## src/rtl/alu_pkg.sv

```systemverilog
// Shared encodings for the ALU request sequencer: the ALU op-select codes and
// the sequencer FSM state type.
package alu_pkg;

  localparam int ALU_DATA_W = 3;
  localparam int ALU_CNT_W  = 8;

  typedef enum logic [1:0] {
    ALU_SUB = 2'd0,
    ALU_ADD = 2'd1,
    ALU_XOR = 2'd2,
    ALU_AND = 2'd3
  } alu_op_e;

  typedef enum logic [1:0] {
    IDLE = 2'd0,
    EXEC = 2'd1,
    RESP = 2'd2
  } seq_state_e;

endpackage

```

## src/rtl/rr_arb2.sv

```systemverilog
// Two-way round-robin arbiter, purely combinational. The requester that was
// not granted last wins a tie; the last-grant register lives in the parent.
module rr_arb2 (
  input  logic [1:0] req,
  input  logic       last_grant,
  output logic [1:0] gnt,
  output logic       gnt_id
);

  // One-hot grant; no request gives no grant.
  always_comb begin
    gnt    = 2'b00;
    gnt_id = 1'b0;
    case (req)
      2'b01: begin
        gnt    = 2'b01;
        gnt_id = 1'b0;
      end
      2'b10: begin
        gnt    = 2'b10;
        gnt_id = 1'b1;
      end
      2'b11: begin
        if (last_grant) begin
          gnt    = 2'b01;
          gnt_id = 1'b0;
        end else begin
          gnt    = 2'b10;
          gnt_id = 1'b1;
        end
      end
      default: begin
        gnt    = 2'b00;
        gnt_id = 1'b0;
      end
    endcase
  end

endmodule

```

## src/rtl/alu_req_sequencer.sv

```systemverilog
// Shares one external combinational ALU between two requesters: round-robin
// accept in IDLE, one EXEC cycle driving the ALU, then a held valid/ready response.
module alu_req_sequencer
  import alu_pkg::*;
#(
  parameter int DATA_W = ALU_DATA_W,
  parameter int CNT_W  = ALU_CNT_W
) (
  input  logic              clk,
  input  logic              rst,
  input  logic              req0_valid,
  input  logic [DATA_W-1:0] req0_a,
  input  logic [DATA_W-1:0] req0_b,
  input  logic [1:0]        req0_sel,
  output logic              req0_ready,
  input  logic              req1_valid,
  input  logic [DATA_W-1:0] req1_a,
  input  logic [DATA_W-1:0] req1_b,
  input  logic [1:0]        req1_sel,
  output logic              req1_ready,
  output logic [DATA_W-1:0] alu_a,
  output logic [DATA_W-1:0] alu_b,
  output logic [1:0]        alu_sel,
  input  logic [DATA_W:0]   alu_result,
  output logic              rsp_valid,
  output logic [DATA_W:0]   rsp_data,
  output logic              rsp_id,
  input  logic              rsp_ready,
  output logic              busy,
  output logic [CNT_W-1:0]  op_count
);

  seq_state_e        state;
  seq_state_e        state_next;
  logic              last_grant;
  logic [DATA_W-1:0] lat_a;
  logic [DATA_W-1:0] lat_b;
  logic [1:0]        lat_sel;
  logic              lat_id;
  logic [1:0]        arb_gnt;
  logic              arb_id;
  logic              accept;
  logic              capture;
  logic              rsp_fire;

  rr_arb2 u_arb (
    .req        ({req1_valid, req0_valid}),
    .last_grant (last_grant),
    .gnt        (arb_gnt),
    .gnt_id     (arb_id)
  );

  always_ff @(posedge clk) begin
    if (rst) state <= IDLE;
    else     state <= state_next;
  end

  always_comb begin
    state_next = state;
    case (state)
      IDLE:    if (req0_valid || req1_valid) state_next = EXEC;
      EXEC:    state_next = RESP;
      RESP:    if (rsp_ready) state_next = IDLE;
      default: state_next = IDLE;
    endcase
  end

  // Readies are gated by rst so a request seen in the reset cycle is never
  // reported as accepted.
  always_comb begin
    req0_ready = 1'b0;
    req1_ready = 1'b0;
    accept     = 1'b0;
    capture    = 1'b0;
    rsp_fire   = 1'b0;
    busy       = 1'b0;
    case (state)
      IDLE: begin
        req0_ready = arb_gnt[0] & ~rst;
        req1_ready = arb_gnt[1] & ~rst;
        accept     = (req0_valid | req1_valid) & ~rst;
      end
      EXEC: begin
        busy    = 1'b1;
        capture = 1'b1;
      end
      RESP: begin
        busy     = 1'b1;
        rsp_fire = rsp_ready;
      end
      default: begin
        busy = 1'b0;
      end
    endcase
  end

  always_ff @(posedge clk) begin
    if (rst) begin
      last_grant <= 1'b1;
      lat_a      <= '0;
      lat_b      <= '0;
      lat_sel    <= 2'b00;
      lat_id     <= 1'b0;
      rsp_valid  <= 1'b0;
      rsp_data   <= '0;
      rsp_id     <= 1'b0;
      op_count   <= '0;
    end else begin
      if (accept) begin
        lat_a      <= arb_id ? req1_a   : req0_a;
        lat_b      <= arb_id ? req1_b   : req0_b;
        lat_sel    <= arb_id ? req1_sel : req0_sel;
        lat_id     <= arb_id;
        last_grant <= arb_id;
      end
      if (capture) begin
        rsp_data  <= alu_result;
        rsp_id    <= lat_id;
        rsp_valid <= 1'b1;
      end
      if (rsp_fire) begin
        rsp_valid <= 1'b0;
        op_count  <= op_count + CNT_W'(1);
      end
    end
  end

  // The ALU operands are the latches themselves, so they hold the last op while idle.
  assign alu_a   = lat_a;
  assign alu_b   = lat_b;
  assign alu_sel = lat_sel;

endmodule

```

## config.mk

```make
export PLATFORM = sky130hd
export DESIGN_NAME = alu_req_sequencer
export DESIGN_NICKNAME = d
export VERILOG_FILES = /design/src/rtl/alu_pkg.sv /design/src/rtl/rr_arb2.sv /design/src/rtl/alu_req_sequencer.sv
export SDC_FILE = /design/constraint.sdc
export NUM_CORES = 1
export LEC_CHECK = 0
export ABC_AREA = 1
export BUFFER_PORTS_ARGS = -buffer_cell sky130_fd_sc_hd__buf_2
export CAP_MARGIN = 30
export CORE_ASPECT_RATIO = 1.75
export CORE_UTILIZATION = 34
export CTS_CLUSTER_SIZE = 8
export DETAILED_ROUTE_END_ITERATION = 6
export GPL_TIMING_DRIVEN = 0
export PLACE_DENSITY_LB_ADDON = 0.12
export SETUP_SLACK_MARGIN = 0.2
export SLEW_MARGIN = 30
export SYNTH_ARGS = -nofsm -noshare
export SYNTH_HDL_FRONTEND = slang
export SYNTH_SLANG_ARGS = --single-unit
```

## constraint.sdc

```tcl
create_clock -name clk -period 2 [get_ports clk]
set_input_delay 0.2 -clock clk [delete_from_list [all_inputs] [get_ports clk]]
set_output_delay 0.2 -clock clk [all_outputs]
set_load 0.01 [all_outputs]
```

==> results of run 1 <==
## per-stage QoR
step	utilization [%]	setup slack [ps]	hold slack [ps]
finish	46.9	360	153
global route	46.9	231	147
CTS	46.5	268	151
detailed placement	44.2	364	436
global placement	44.2	377	424
floorplan	-	658	269
## cell families (layout without fill, tap and decap cells)
group	Yosys count	count (layout)
adders and majority gates	5	5
AOI/OAI and AO/OA	36	36
buffers and inverters	24	78
DFF	26	26
and+or+nand+nor	70	70
## layout make-up
type                            instances  share of cell area, %
Timing Repair Buffer                   50                   16.0
Clock buffer                            3                   2.62
Tap cell                               45                   3.57
Clock inverter                          1                   1.90
Inverter                               22                   5.23
Buffer                                  2                  0.634
Multi-Input combinational cell        111                   37.0
Sequential cell                        26                   33.0
## registers in the layout (all words and copies together) (netlist names)
| register | count |
|---|---|
| alu_sel | 2 |
| state | 2 |
| lat_id | 1 |
| alu_a | 3 |
| rsp_data | 4 |
| alu_b | 3 |
| rsp_id | 1 |
| op_count | 8 |
| last_grant | 1 |
| rsp_valid | 1 |
## power breakdown
part	total [W]	internal, W	switching, W
combinational	0.000314	0.000130	0.000184
clock	0.000435	0.000268	0.000167
sequential	0.000617	0.000581	0.0000354
total	0.00137	0.000979	0.000386
## layout by cell type, fill, tap and decap left out, drive strengths merged
cell type / n
nor3: 3
nand3: 11
bufinv: 1
buf: 52
o21ai: 29
nand2: 20
nand3b: 1
inv: 22
clkbuf: 3
nor2: 32
a21oi: 7
ha: 5
nand4: 3
dfxtp: 26
## worst max-delay path: cells and delay by family (launching register included)
family / cells / cell delay (ps)
simple gates: 2 / 280
buf+inv: 4 / 380
fa+ha+maj: 1 / 180
flops: 1 / 340
## per-layer routing
layer | track usage (%) | share of wire [%] | vias to the layer above
met2 | 33.1 | 57 | 31
met5 | 0 | 0 | -
li1 | - | - | 634
met3 | 2.70 | 4.0 | 4
met1 | 18.2 | 38 | 554
met4 | 6.00 | 1.1 | 0
## worst paths after layout
check        slack (ps)     endpoint  depth (start not counted)           from
max                 360   req1_ready                          7       state[0]
min                 150  rsp_data[2]                          3  alu_result[2]
max reg2reg         560  op_count[6]                          7       state[0]
min reg2reg         480     alu_a[2]                          2       alu_a[2]
## repair_timing
action,CTS,global route
pin swaps,1,0
resized for setup,0,2
hold buffers,0,0
cloned,0,0
setup endpoints to repair,1,1
setup buffers,1,0
==> metrics.md, run 1 <==
| Metric | Value |
|---|---|
| Status | `finished clean` |
| Worst setup EP type | `output port` |
| Compound-cell area share of the yosys netlist | `between 10% and 20%` |
| CTS H-tree depth | `1` |
| Area leader, netlist | `dfxtp_1` |
| Leak | `0.788 nW` |
| Main combinational cell family by area after synthesis | `simple AND/OR/NAND/NOR gates` |
| All-Layer GR Usage | `between 15 and 20%` |
| Post-route ant nets | `0` |
| Core area | `around 3400 µm²` |
| Total power | `between 0.001 and 0.0015 W` |
| #FFs+latches synth | `26` |
| Residual DRC | `0` |
| Via count | `around 1.2k` |
| Register area share after synthesis | `43.9%` |
| Clock Tree Buf Depth | `2` |
| Post-synth EDFFs | `0` |
| Commonest cells in the netlist | `nor2_1, dfxtp_1, inv_1, o21ai_1, nand2_1` |
| Initial Utilization | `about a third` |
| CTS sink cnt | `26` |
| Yosys Warn Count | `0` |
| Yosys top cell area share | `43.9%` |
| TritonCTS clock tree | `yes` |
| RSZ-0062 raised after global routing | `false` |
| Area delta synth->final | `33.2%` |
| Full die area | `3730 µm²` |
| Largest stage delay, worst path | `approximately 340 ps` |
| Largest net degree at the start of global routing | `16` |
| Cell area after synthesis | `around 1200 µm²` |
| Sequential Area | `520 µm²` |
| Chip Width | `~47 µm` |
| Initial antenna violation count | `0` |
| Grt ovf | `0` |
| Clock transition at the registers of the reported paths | `~90 ps` |
| Avg Vias per Cell | `4.70` |
| Clock Skew | `2.89 ps` |
| Final hold vios | `0` |
| Power per cell area | `866 nW/µm²` |
| Worst Path Class, Setup | `register to output port` |
| Clock Latency Late Sink | `270 ps` |
| Finished Cell Area | `1580 µm²` |
| Slew @ Worst Pin | `324 ps` |
| Final min period | `roughly 1600 ps` |
| Layout cells sized above 1 | `~31%` |
| Post-synth top flop | `dfxtp_1` |
| Synth Area in Simple Gates | `a little over a quarter` |
| Total wire length | `2850 µm` |
| Async SR Flop Fraction | `0%` |
| Crit path top cell by count | `inv_1` |
| Slew HR | `between 70% and 80%` |
| Detailed Route Iter0 Violations | `7` |
| Post-synthesis cell type count | `19` |
| Detailed Place HPWL | `2270 µm` |
| I/O Buffers | `49` |
| Mapped Cells | `161` |
| Root buffer cell | `clkbuf_8` |
| Rows | `28` |
| Placed instance area | `1490 µm²` |
| Slowest CP cell | `dfxtp_1` |
| Worst-path fanout max | `4` |
| Final setup vio count | `0` |
| Placer Congestion | `~0.73` |
| Final cycle utilization of the critical path | `between 80 and 90%` |
| First-pass GRT wire length | `approximately 5000 µm` |
| Routed length per instance | `roughly 11 µm` |
| Total CTS buffers | `3` |
| Area of the multi-input gates | `between 500 and 600 µm²` |
| Most frequent cell after synthesis | `nor2_1` |
| TNS Setup | `0 ps` |
| Synth top area cells | `dfxtp_1, nor2_1, o21ai_1` |
| Max Slew Vio Count | `0` |
| Peak VDD IR | `between 0.0005 and 0.0006 V` |
| Critical Path RT | `between 1500 and 2000 ps` |
| Nets@finish | `about 250` |
| Avg Inst Size Synth | `7.36 µm²` |
| Syn_nets | `approximately 190` |
| IO Pins | `50` |
| Xor-xnor portion of the synthesized cell area | `0%` |
| Vias in the first global route | `1182` |
| Post-synthesis adder-cell area fraction | `5.28%` |
| Max-capacitance violation count | `0` |
| Final Non-Filler Cells | `260` |
| CP Launch Type | `register` |
| Inst Count DP | `roughly 260` |
| N_diodes | `0` |
| CP arrival | `1440 ps` |
| Mux cell area share after synthesis | `0%` |
| Pre-antenna DRT Iters | `4` |
| Worst path cell trace | `inv_1 > ha_4 > inv_2 > nor3_4 > nand2_2 > inv_1 > buf_2` |
| FILL cells | `around 370` |
| Die Ht | `~80 µm` |
| Max frequency | `roughly 0.61 GHz` |
| Min-Delay Path Class | `primary input to register` |
Note: power is estimated with default switching activity, not from simulation.
==> run 2: changes to the inputs <==
==> constraint.sdc (replaced) <==
create_clock -name clk -period 1.6 [get_ports clk]
set_input_delay 0.16 -clock clk [delete_from_list [all_inputs] [get_ports clk]]
set_output_delay 0.16 -clock clk [all_outputs]
set_load 0.01 [all_outputs]
==> run 2 against run 1 <==
Core utilization up 2.8 points. Final cell count up 2.7%. Hold slack worse by 39 ps. Non-clock buffer count up 7.
==> metrics.md, run 2 (synthesized netlist as in run 1, its figures left out) <==
| Metric | Value |
|---|---|
| Status | `finished clean` |
| Grt ovf | `0 (unchanged)` |
| IO Pins | `50 (unchanged)` |
| CP Launch Type | `register` |
| Chip Width | `46.6 µm (unchanged)` |
| Most common cell after layout, fill and taps aside | `buf_2` |
| Most frequent cells in the layout | `buf_2, nor2_1, dfxtp_1, o21ai_1` |
| Routed length per instance | `11.1 µm (+1.1%)` |
| Max Slew Vio Count | `0 (unchanged)` |
| Peak VDD IR | `0.000828 V (+48%)` |
| Placer Congestion | `0.735 (unchanged)` |
| Area delta synth->final | `41.1%` |
| Worst Path Class, Setup | `register to output port` |
| Worst setup EP type | `output port` |
| Met3 WL | `104 µm (-8.8%)` |
| CP arrival | `1250 ps (-190 ps)` |
| Clock transition at the registers of the reported paths | `90 ps (about the same)` |
| Critical Path RT | `1440 ps (-360 ps)` |
| CTS Hold Bufs | `0 (unchanged)` |
| Post-route ant nets | `0 (unchanged)` |
| Leak | `0.847 nW (+7.5%)` |
| Max reg flops | `8 (unchanged)` |
| Core area | `3360 µm² (unchanged)` |
| Total CTS buffers | `3 (unchanged)` |
| RSZ-0062 raised after global routing | `true` |
| Worst slack, placed | `3.80 ps (-360 ps)` |
| Clock Tree Buf Depth | `2 (unchanged)` |
| Pre-antenna DRT Iters | `4 (unchanged)` |
| Initial antenna violation count | `0 (unchanged)` |
| Inst Count DP | `255 (unchanged)` |
| Top reg by flops | `op_count` |
| Final hold vios | `0 (unchanged)` |
| First-pass GRT wire length | `4940 µm (+1.6%)` |
| Met2 WL | `1680 µm (+3.4%)` |
| Final Non-Filler Cells | `267 (+2.7%)` |
| Die Ht | `80.1 µm (unchanged)` |
| Regs by FF count | `op_count (8), rsp_data (4)` |
| Min-Delay Path Class | `primary input to register` |
| Worst-path fanout max | `2 (-2)` |
| Layout cells sized above 1 | `36.9% (+5.8 points)` |
| Via count | `1258 (+2.9%)` |
| Max frequency | `just over 0.7 GHz` |
| All-Layer GR Usage | `17.8% (+0.20 points)` |
| Final cycle utilization of the critical path | `a little under 90%` |
| N_diodes | `0 (unchanged)` |
| Clock Skew | `3.79 ps (+0.898 ps)` |
| Largest net degree at the start of global routing | `16 (unchanged)` |
| TNS Setup | `0 ps (unchanged)` |
| TritonCTS clock tree | `yes` |
| Initial Utilization | `35.2% (unchanged)` |
| DR top layer | `met4` |
| Nets@finish | `253 (+2.8%)` |
| Full die area | `3730 µm² (unchanged)` |
| Clock Latency Late Sink | `270 ps (about the same)` |
| Root buffer cell | `clkbuf_8` |
| Residual DRC | `0 (unchanged)` |
| Slew HR | `78.4% (+0.099 points)` |
| Final setup vio count | `0 (unchanged)` |
| CTS sink cnt | `26 (unchanged)` |
| Rows | `28 (unchanged)` |
| Max-capacitance violation count | `0 (unchanged)` |
| Total wire length | `2960 µm (+3.8%)` |
| Final min period | `1410 ps` |
| Power per cell area | `1050 nW/µm² (+22%)` |
| Avg Vias per Cell | `4.71 (+0.17%)` |
| WL met1 | `1140 µm (+5.6%)` |
| Detailed Place HPWL | `2270 µm (unchanged)` |
| CTS H-tree depth | `1 (unchanged)` |
| Vias in the first global route | `1209 (+2.3%)` |
| Slew @ Worst Pin | `323 ps (-1.48 ps)` |
| I/O Buffers | `49 (unchanged)` |
| Detailed Route Iter0 Violations | `7 (unchanged)` |
| Worst setup margin | `193 ps (-166 ps)` |
==> run 2: cell types whose count changed in the layout (fill, tap and decap cells not counted), sizes merged <==
cell / change
buf: +7
==> run 2: final cells by class <==
cell class / instances / area [µm²]
sequential: 26 / 523
clock inverter: 1 / 30.0
multi-input combinational: 111 / 623
timing repair buffer: 57 / 305
fill: 361 / 1690
clock buffer: 3 / 41.3
tap: 45 / 56.3
buffer: 2 / 10.0
inverter: 22 / 82.6
==> run 2: path summary, 6_finish.rpt <==
kind,cells past startpoint,to,from,slack (ps)
hold reg to reg,2,alu_a[2],alu_a[2],480
setup reg to reg,9,op_count[5],state[0],280
setup / recovery,7,req1_ready,state[1],190
hold / removal,3,rsp_data[2],alu_result[2],110
==> run 2: per-layer routing <==
metal / vias to the layer above / track usage (%)
met5: - / 0
met4: 0 / 6.00
met3: 4 / 2.70
met2: 32 / 33.8
met1: 578 / 18.1
li1: 644 / -
==> run 2: worst max-delay path: stages, from the launching register on <==
cell and delay [ps]:
dfxtp_2 340, inv_2 70, ha_4 140, inv_2 50
nor3_4 130, nand2_2 70, inv_1 50, buf_2 110
==> run 2: repair_timing <==
action,in CTS,in global routing
gates resized for setup,8,6
hold endpoints to repair,0,0
buffers inserted,6,2
pin swaps,2,2
setup endpoints to repair,13,9
==> run 2: report_power, final <==
| part | internal [W] | switching [W] |
|---|---|---|
| Sequential | 0.000729 | 0.0000454 |
| Clock | 0.000335 | 0.000210 |
| Combinational | 0.000195 | 0.000246 |
==> run 2: per-stage QoR <==
step                power, W  instance area [µm²]  hold slack [ps]  utilization [%]
floorplan            0.00101                 1180              229                -
global placement     0.00116                 1490              384             44.2
detailed placement   0.00117                 1490              396             44.2
CTS                  0.00176                 1630              111             48.4
global route         0.00187                 1670              107             49.7
finish               0.00176                 1670              113             49.7
==> run 3: changes to the inputs <==
--- a/config.mk
+++ b/config.mk
@@ -9,7 +9,7 @@
 export BUFFER_PORTS_ARGS = -buffer_cell sky130_fd_sc_hd__buf_2
 export CAP_MARGIN = 30
 export CORE_ASPECT_RATIO = 1.75
-export CORE_UTILIZATION = 34
+export CORE_UTILIZATION = 46
 export CTS_CLUSTER_SIZE = 8
 export DETAILED_ROUTE_END_ITERATION = 6
 export GPL_TIMING_DRIVEN = 0
==> run 3 against run 2 <==
Sequential power is essentially flat. Flip-flop and latch count is the same. Critical endpoint unchanged. Die area shrank 25%. Count of clock-buffer cells in the layout grew 1. Clock skew is essentially flat. Critical path depth is the same. Largest cell class unchanged.
==> metrics.md, run 3 (synthesized netlist as in run 1, its figures left out) <==
| Metric | Value |
|---|---|
| Final hold vios | `0 (unchanged)` |
| FILL cells | `246 (-32%)` |
| Area of the multi-input gates | `596 µm² (-4.4%)` |
| Routed length per instance | `11.2 µm (+0.72%)` |
| Placer Congestion | `0.770 (+4.8%)` |
| Worst path cell trace | `inv_4 > ha_4 > inv_2 > nor3_4 > nand2_2 > inv_1 > buf_2` |
| Critical Path RT | `1440 ps (about the same)` |
| Detailed Place HPWL | `2130 µm (-6.3%)` |
| Worst setup EP type | `output port` |
| Final Non-Filler Cells | `246 (-7.9%)` |
| CTS sink cnt | `26 (unchanged)` |
| All-Layer GR Usage | `22.2% (+4.4 points)` |
| Internal Pwr Total | `0.00113 W (-10%)` |
| CP Buf/Inv Count | `4 (unchanged)` |
| TritonCTS clock tree | `yes` |
| Inst Count DP | `236 (-7.5%)` |
| Peak VDD IR | `0.000737 V (-11%)` |
| Worst Path Class, Setup | `register to output port` |
| Post-route ant nets | `0 (unchanged)` |
| Clock transition at the registers of the reported paths | `90 ps (about the same)` |
| Pre-antenna DRT Iters | `4 (unchanged)` |
| Area delta synth->final | `34.3%` |
| CP Launch Type | `register` |
| Share of power burned in registers | `48.1% (+4.1 points)` |
| Nets@finish | `251 (-0.79%)` |
| Most frequent cells in the layout | `buf_2, nor2_1, dfxtp_1, o21ai_1` |
| Leak | `0.822 nW (-3.0%)` |
| Final min period | `1390 ps (-20.3 ps)` |
| N_diodes | `0 (unchanged)` |
| TNS Setup | `0 ps (unchanged)` |
| Grt ovf | `0 (unchanged)` |
| Top reg by flops | `op_count` |
| Full die area | `2790 µm² (-25%)` |
| Largest net degree at the start of global routing | `15 (-1)` |
| Die Ht | `69.1 µm (-14%)` |
| Regs by FF count | `op_count (8), rsp_data (4)` |
| Worst-path fanout max | `3 (+1)` |
| Total CTS buffers | `3 (unchanged)` |
| Clock Tree Buf Depth | `2 (unchanged)` |
| Slew HR | `79.4% (+0.97 points)` |
| Power per cell area | `1010 nW/µm² (-3.9%)` |
| Clock Skew | `3.71 ps (-0.0835 ps)` |
| Sw frac | `29.9% (+1.4 points)` |
| Core area | `2460 µm² (-27%)` |
| Avg Vias per Cell | `5.05 (+7.2%)` |
| Chip Width | `40.4 µm (-13%)` |
| Via count | `1243 (-1.2%)` |
| Initial Utilization | `48.1% (+13 points)` |
| Sequential Area | `523 µm² (unchanged)` |
| Slowest CP cell | `dfxtp_2` |
| Max reg flops | `8 (unchanged)` |
| Min-Delay Path Class | `primary input to register` |
| IO Pins | `50 (unchanged)` |
| Max-capacitance violation count | `0 (unchanged)` |
| First-pass GRT wire length | `4600 µm (-6.8%)` |
| CTS H-tree depth | `1 (unchanged)` |
| CP arrival | `1230 ps (-20 ps)` |
| Clock power share | `26.0% (-4.9 points)` |
| Root buffer cell | `clkbuf_8` |
| Residual DRC | `0 (unchanged)` |
| Final setup vio count | `0 (unchanged)` |
| Vias in the first global route | `1163 (-3.8%)` |
| RSZ-0062 raised after global routing | `true` |
| Rows | `24 (-14%)` |
| Final cycle utilization of the critical path | `86.6% (-1.3 points)` |
| Status | `finished clean` |
| Top cell family by delay on the critical path | `flip-flops` |
| Max frequency | `0.721 GHz (+1.5%)` |
| Most common cell after layout, fill and taps aside | `buf_2` |
| Total wire length | `2750 µm (-7.2%)` |
| Slew @ Worst Pin | `308 ps (-14.5 ps)` |
| Switch Pwr | `0.000482 W (-4.0%)` |
| Layout cells sized above 1 | `35.5% (-1.5 points)` |
| CTS Hold Bufs | `0 (unchanged)` |
| Detailed Route Iter0 Violations | `8 (+1)` |
| Clock Latency Late Sink | `260 ps (about the same)` |
| Largest stage delay, worst path | `340 ps (about the same)` |
| I/O Buffers | `49 (unchanged)` |
| Initial antenna violation count | `0 (unchanged)` |
| Logic pwr share | `25.9% (+0.8 points)` |
| Max Slew Vio Count | `0 (unchanged)` |
==> run 3: layer usage <==
metal	vias to the layer above	global-route usage, %	share of wire, %
met5	-	0	0
met4	0	6.67	0.77
met3	2	1.93	2.7
met2	27	41.6	57
met1	576	23.0	39
li1	638	-	-
==> run 3: stage by stage <==
step	utilization [%]	total power (W)	setup WS (ps)	cell area, µm²	hold slack [ps]
global placement	59.4	0.00115	66.7	1460	384
floorplan	-	0.00101	298	1180	229
detailed placement	59.4	0.00116	45.4	1460	395
global route	64.6	0.00170	146	1590	130
CTS	63.8	0.00162	202	1570	119
finish	64.6	0.00161	214	1590	124
==> run 3: layout make-up <==
class / instances / share of cell area [%]
plain buffers: 2 / 0.629
clock buffers: 4 / 3.46
inverters: 22 / 5.35
multi-input cells: 111 / 37.4
flip-flops and latches: 26 / 32.9
well taps: 26 / 2.04
repair buffers: 55 / 18.2
==> run 3: repair_timing <==
| item | 4_1_cts | 5_1_grt |
|---|---|---|
| buffers inserted | 5 | 1 |
| endpoints found under the setup margin | 11 | 4 |
| pin swaps | 1 | 1 |
| cloned | 0 | 0 |
| gates resized for setup | 6 | 4 |
| endpoints found under the hold margin | 0 | 0 |
==> run 3: power by group through the flow <==
stage	sequential, W	combinational, W	clock [W]
after floorplan	0.000814	0.000195	0
after global placement	0.000783	0.000367	0
after detailed placement	0.000786	0.000377	0
after CTS	0.000772	0.000418	0.000427
after global routing	0.000785	0.000468	0.000449
final	0.000774	0.000417	0.000418
==> run 3: path summary, 6_finish.rpt <==
check,slack [ps],startpoint,to,cells past startpoint
worst max register to register,300,state[0],op_count[6],7
worst min-delay path,120,alu_result[0],rsp_data[0],3
worst max-delay path,210,state[0],req1_ready,7
worst min register to register,480,alu_b[2],alu_b[2],2
==> run 3: worst register-to-register path, delay by kind of cell (launching register included) <==
kind / cells / cell delay (ps)
adders and majority gates: 1 / 200
buffers and inverters: 1 / 70
DFF: 1 / 340
and+or+nand+nor: 5 / 590
